<file path="config.mk">
export PLATFORM = sky130hd
export DESIGN_NAME = div_unit
export DESIGN_NICKNAME = d
export VERILOG_FILES = /design/src/rtl/cpu_defs.sv /design/src/rtl/div_abs.sv /design/src/rtl/div_unit.sv
export SDC_FILE = /design/constraint.sdc
export NUM_CORES = 1
export LEC_CHECK = 0
export ABC_AREA = 1
export BUFFER_PORTS_ARGS = -buffer_cell sky130_fd_sc_hd__buf_2
export CORE_MARGIN = 2
export CORE_UTILIZATION = 50
export DETAILED_ROUTE_END_ITERATION = 8
export PLACE_DENSITY = 0.69
export SYNTH_ARGS = -nofsm -noshare
export SYNTH_HDL_FRONTEND = slang
export SYNTH_SLANG_ARGS = --single-unit
</file>
<file path="constraint.sdc">
create_clock -name clk -period 10.94 [get_ports clk]
set_input_delay 1.094 -clock clk [delete_from_list [all_inputs] [get_ports clk]]
set_output_delay 1.094 -clock clk [all_outputs]
set_load 0.02 [all_outputs]
</file>
<file path="src/rtl/cpu_defs.sv">
// Shared CPU definitions used by the execute-stage divider.
package cpu_defs;

  // Default operand/result width of the divider.
  localparam int unsigned DIV_WIDTH = 32;

  // Divider FSM state encoding.
  localparam logic [1:0] DIV_IDLE = 2'b00;
  localparam logic [1:0] DIV_BUSY = 2'b01;
  localparam logic [1:0] DIV_DONE = 2'b10;

  // Divide by zero is defined, not trapped: LO is all ones (DIV0_LO = '1) and
  // HI passes the raw dividend through (DIV0_HI = dividend).
  localparam logic DIV0_LO_BIT = 1'b1;

endpackage

</file>
<file path="src/rtl/div_abs.sv">
// Magnitude / conditional negate helper for the divider.
module div_abs #(
  parameter int unsigned WIDTH = 32
) (
  input  logic [WIDTH-1:0] value,
  input  logic             signed_div,
  input  logic             force_neg,
  output logic [WIDTH-1:0] mag,
  output logic             sign
);

  logic [WIDTH-1:0] negated;

  // Two's-complement negate; the most negative value maps to itself.
  always_comb begin
    negated = ~value + {{(WIDTH - 1){1'b0}}, 1'b1};
    sign    = signed_div & value[WIDTH-1];
    mag     = (sign | force_neg) ? negated : value;
  end

endmodule

</file>
<file path="src/rtl/div_unit.sv">
// Multi-cycle radix-2 restoring divider; HI = remainder, LO = quotient.
module div_unit
  import cpu_defs::*;
#(
  parameter int unsigned WIDTH = DIV_WIDTH,
  parameter int unsigned CNT_W = 6
) (
  input  logic             clk,
  input  logic             rst,
  input  logic             start_div,
  input  logic             signed_div,
  input  logic [WIDTH-1:0] dividend,
  input  logic [WIDTH-1:0] divisor,
  input  logic             hold,
  input  logic             annul,
  output logic             div_ready,
  output logic             div_busy,
  output logic [WIDTH-1:0] hi_out,
  output logic [WIDTH-1:0] lo_out
);

  logic [1:0]       state_q, state_d;
  logic [CNT_W-1:0] cnt_q;
  logic [WIDTH-1:0] rem_q, quo_q, dvs_q;
  logic             neg_quo_q, neg_rem_q;
  logic             ready_q;
  logic [WIDTH-1:0] hi_q, lo_q;

  logic [WIDTH-1:0] a_mag, b_mag;
  logic             a_sign, b_sign;
  logic [WIDTH:0]   trial;
  logic [WIDTH-1:0] rem_nxt, quo_nxt;
  logic [WIDTH-1:0] rem_fix, quo_fix;
  logic             last_iter, div_zero;
  logic             unused_fix_sign;
  logic             fix_quo_sign, fix_rem_sign;

  div_abs #(.WIDTH(WIDTH)) u_abs_a (
    .value      (dividend),
    .signed_div (signed_div),
    .force_neg  (1'b0),
    .mag        (a_mag),
    .sign       (a_sign)
  );

  div_abs #(.WIDTH(WIDTH)) u_abs_b (
    .value      (divisor),
    .signed_div (signed_div),
    .force_neg  (1'b0),
    .mag        (b_mag),
    .sign       (b_sign)
  );

  // Sign correction of the final iteration's result reuses the same negate.
  div_abs #(.WIDTH(WIDTH)) u_fix_quo (
    .value      (quo_nxt),
    .signed_div (1'b0),
    .force_neg  (neg_quo_q),
    .mag        (quo_fix),
    .sign       (fix_quo_sign)
  );

  div_abs #(.WIDTH(WIDTH)) u_fix_rem (
    .value      (rem_nxt),
    .signed_div (1'b0),
    .force_neg  (neg_rem_q),
    .mag        (rem_fix),
    .sign       (fix_rem_sign)
  );

  // Correction instances never assert sign (signed_div tied low).
  assign unused_fix_sign = fix_quo_sign ^ fix_rem_sign;

  // One restoring iteration: shift {rem, quo} left, trial-subtract divisor.
  always_comb begin
    trial = {rem_q, quo_q[WIDTH-1]} - {1'b0, dvs_q};
    if (!trial[WIDTH]) begin
      rem_nxt = trial[WIDTH-1:0];
      quo_nxt = {quo_q[WIDTH-2:0], 1'b1};
    end else begin
      rem_nxt = {rem_q[WIDTH-2:0], quo_q[WIDTH-1]};
      quo_nxt = {quo_q[WIDTH-2:0], 1'b0};
    end
    last_iter = (cnt_q == CNT_W'(WIDTH - 1));
    div_zero  = (divisor == '0);
  end

  // Next-state logic; annul forces IDLE from any state and beats start_div.
  always_comb begin
    state_d = state_q;
    unique case (state_q)
      DIV_IDLE: if (start_div) state_d = div_zero ? DIV_DONE : DIV_BUSY;
      DIV_BUSY: if (last_iter) state_d = DIV_DONE;
      DIV_DONE: if (!hold)     state_d = DIV_IDLE;
      default:                 state_d = DIV_IDLE;
    endcase
    if (annul) state_d = DIV_IDLE;
  end

  // State, datapath and registered outputs.
  always_ff @(posedge clk) begin
    if (rst) begin
      state_q   <= DIV_IDLE;
      cnt_q     <= '0;
      rem_q     <= '0;
      quo_q     <= '0;
      dvs_q     <= '0;
      neg_quo_q <= 1'b0;
      neg_rem_q <= 1'b0;
      ready_q   <= 1'b0;
      hi_q      <= '0;
      lo_q      <= '0;
    end else begin
      state_q <= state_d;
      // Ready is high exactly while the next state is DONE.
      ready_q <= (state_d == DIV_DONE);
      if (annul) begin
        cnt_q <= '0;
      end else begin
        unique case (state_q)
          DIV_IDLE: begin
            if (start_div) begin
              rem_q     <= '0;
              quo_q     <= a_mag;
              dvs_q     <= b_mag;
              neg_quo_q <= a_sign ^ b_sign;
              neg_rem_q <= a_sign;
              cnt_q     <= '0;
              if (div_zero) begin
                hi_q <= dividend;
                lo_q <= {WIDTH{DIV0_LO_BIT}};
              end
            end
          end
          DIV_BUSY: begin
            rem_q <= rem_nxt;
            quo_q <= quo_nxt;
            cnt_q <= cnt_q + CNT_W'(1);
            if (last_iter) begin
              hi_q <= rem_fix;
              lo_q <= quo_fix;
            end
          end
          default: ;
        endcase
      end
    end
  end

  assign div_ready = ready_q;
  assign div_busy  = (state_q == DIV_BUSY);
  assign hi_out    = hi_q;
  assign lo_out    = lo_q;

endmodule

</file>
==> impl_metrics.ini <==
[status]
status = finished, final reports clean

[sta]
finalClockSkew_ns = 0.01781
rsz0062_at_grt = no
relSlewSlack_pct = 37.78
min_period_over_period_pct = 43.04
setup_violations = 0
tns_ns = 0
tightest_slew_ns = 0.9333
setup_slack_ns = 6.231
slew_violations = 0
hold_viol_final = 0
post-route-min-period_ns = 4.709
fmax_ghz = 0.2124

[finish]
fin_area_sq_um = 14460
final_common_cell = nand2_1
nNetsFinal = 2303
fin_cells = 2544
syn_to_final_growth_pct = 10.93
layout_common_cells = 555 x nand2_1, 292 x inv_1, 184 x a21oi_1
drive_gt1_share_pct = 12.59

[logic_synthesis]
synth_xor_area_share_pct = 4.234
yosys_warnings = 0
ys.flop_type = dfxtp_1
yosys-mux-area-fraction_pct = 0
async_flop_share_pct = 0
syn_nets = 2226
synthAdderAreaFrac_pct = 3.706
synth_edf_count = 0
synth_simple_gate_area_share_pct = 34.68
synth-compound-area-share_pct = 19.47
synth_area_sq_um = 13030
yosys-top-cells-area = dfxtp_1 26%, nand2_1 16%, inv_1 8.5%
yosysSeqAreaShare_pct = 26.27
syn_inst = 2118
synth_cell_types = 61
synth_top_family_by_area = simple AND/OR/NAND/NOR gates
synth_top_area_share_pct = 26.27
synth_area_leader_cell = dfxtp_1
ys_ff_latch = 171
syn_area_per_cell_sq_um = 6.153

[clocking]
clk_latency_ns = 0.44
cts_resized = 0
cts_hold_buf = 0
post_cts_buffers = 0
clock_path_buffers = 2
numCtsBuffers = 17
htreeDepth = 4
cts.sinks = 171
cts_tree = yes
cts_root_buffer = clkbuf_16
clk_pin_slew_ns = 0.07

[power]
p_int_uw = 1093
p_leak_uw = 0.007279
netSwitchingPower_uw = 621.9
clock_power_share_pct = 36.5
sw_frac_of_total_pct = 36.25
cellPowerDensity_nw_per_um2 = 118.7
vdd_drop_max_uv = 77.20
seq_power_share_pct = 38.9
p_comb_share_pct = 24.6

[critical_path]
path_class = register to register
crit_path_start_kind = register
max_stage_delay_ns = 0.43
crit_path_frequent_cell = nand2_1
slowest_stage = fa_1
path_delay_family = simple AND/OR/NAND/NOR gates
path_max_fanout = 37
critPathRequiredTime_ns = 11.26
crit_arrival_ns = 5.03
end_kind = register
cp_num_buf_inv = 4

[place]
dp_slack_ns = 6.332
port-buffer-count = 135
dpl.hpwl_um = 31730
dp.cells = 2511
dpl_cell_area_sq_um = 13840
place_congestion = 0.9869

[die]
start_util_pct = 50.44
die_h_um = 165.4
die_area_sq_um = 27370
num_io_pins = 136
dieWidth_um = 165.4
rows = 59
core-area_sq_um = 25840

[detailed_routing]
drtIter0Drc = 1377
postRouteAntennaNets = 0
vias = 14110
wl_per_cell_um = 16.46
first_pass_iters = 6
drc = 0
routed_wl_um = 41870
viasPerCell = 5.545

[grt]
grt_pass1_wl_um = 66410
grtUsageTotal_pct = 30.79
antenna_found_initial = 1
first_global_vias = 12960
gr-total-overflow = 0
grt_max_degree = 77

[worst_hold_path]
hold_class = register to register

[flow_run]
drv_cap = 0
-- flip-flops by register name, summed over array words and instances (netlist names), 2 cells and up --
name / cells
rem_q: 32
dvs_q: 32
cnt_q: 6
quo_q: 32
lo_out: 32
hi_out: 32
state_q: 2
-- worst min-delay path: cells and delay by family (launching register included) --
family | cells | cell delay, ns
compound gates | 1 | 0.06
flops | 1 | 0.31
simple gates | 1 | 0.06
-- cell usage after synthesis (12+ instances only) --
| master | number |
|---|---|
| dfxtp_1 | 171 |
| clkbuf_1 | 65 |
| a21oi_1 | 184 |
| nand2_4 | 12 |
| nand2_2 | 28 |
| o221ai_1 | 15 |
| nor2_1 | 183 |
| ha_1 | 37 |
| nand2_1 | 555 |
| nand3_1 | 141 |
| xor2_1 | 43 |
| inv_1 | 294 |
| o211ai_1 | 27 |
| xnor2_1 | 20 |
| a31oi_1 | 30 |
| o21ai_0 | 115 |
| nor3_1 | 29 |
| nand4_1 | 26 |
-- routing by layer --
layer | share of wire, % | GRT usage [%] | vias to the layer above
met5 | 0 | 0 | -
met4 | 3.2 | 10.70 | 0
met3 | 7.4 | 5.195 | 77
met2 | 44 | 49.36 | 523
met1 | 45 | 41.77 | 6415
li1 | - | - | 7092
-- worst paths after layout --
kind,start,endpoint,slack [ns],cells past startpoint
setup / recovery,quo_q[31],lo_out[30],6.23,31
hold / removal,lo_out[21],lo_out[21],0.46,2
setup reg to reg,quo_q[31],lo_out[30],6.23,31
hold reg to reg,lo_out[21],lo_out[21],0.46,2
-- kinds of logic (layout without fill, tap and decap cells) --
group,count (synthesis),count (layout)
AND/OR/NAND/NOR,1026,1026
AO/OA/AOI/OAI,432,432
buffers and inverters,388,478
flip-flops,171,171
XOR/XNOR,63,63
adder cells (fa/ha/maj),38,38
other,0,1
-- metrics by stage --
step                hold WS, ns  utilization (%)  power, uW
floorplan                0.4453                -      975.7
global placement         0.4481            53.56       1090
detailed placement       0.4531            53.56       1094
CTS                      0.4646            55.94       1716
global route             0.4710            55.95       1803
finish                   0.4648            55.95       1715
-- power by group through the flow --
| stage | Combinational, uW | Clock [uW] | Sequential [uW] |
|---|---|---|---|
| final | 423 | 626 | 667 |
| after global routing | 474 | 659 | 670 |
| after CTS | 415 | 634 | 666 |
| after detailed placement | 413 | 0 | 681 |
| after global placement | 410 | 0 | 680 |
| after floorplan | 295 | 0 | 681 |
-- area by class of cell --
class,instances,area (sq um)
fillers,2678,11380
multi-input cells,1559,8112
flip-flops and latches,171,3423
inverters,300,1126
repair buffers,146,758.2
clock buffers,18,439.2
well taps,335,419.2
clock inverters,14,175.2
diodes,1,2.502
Note: power is estimated with default switching activity, not from simulation.
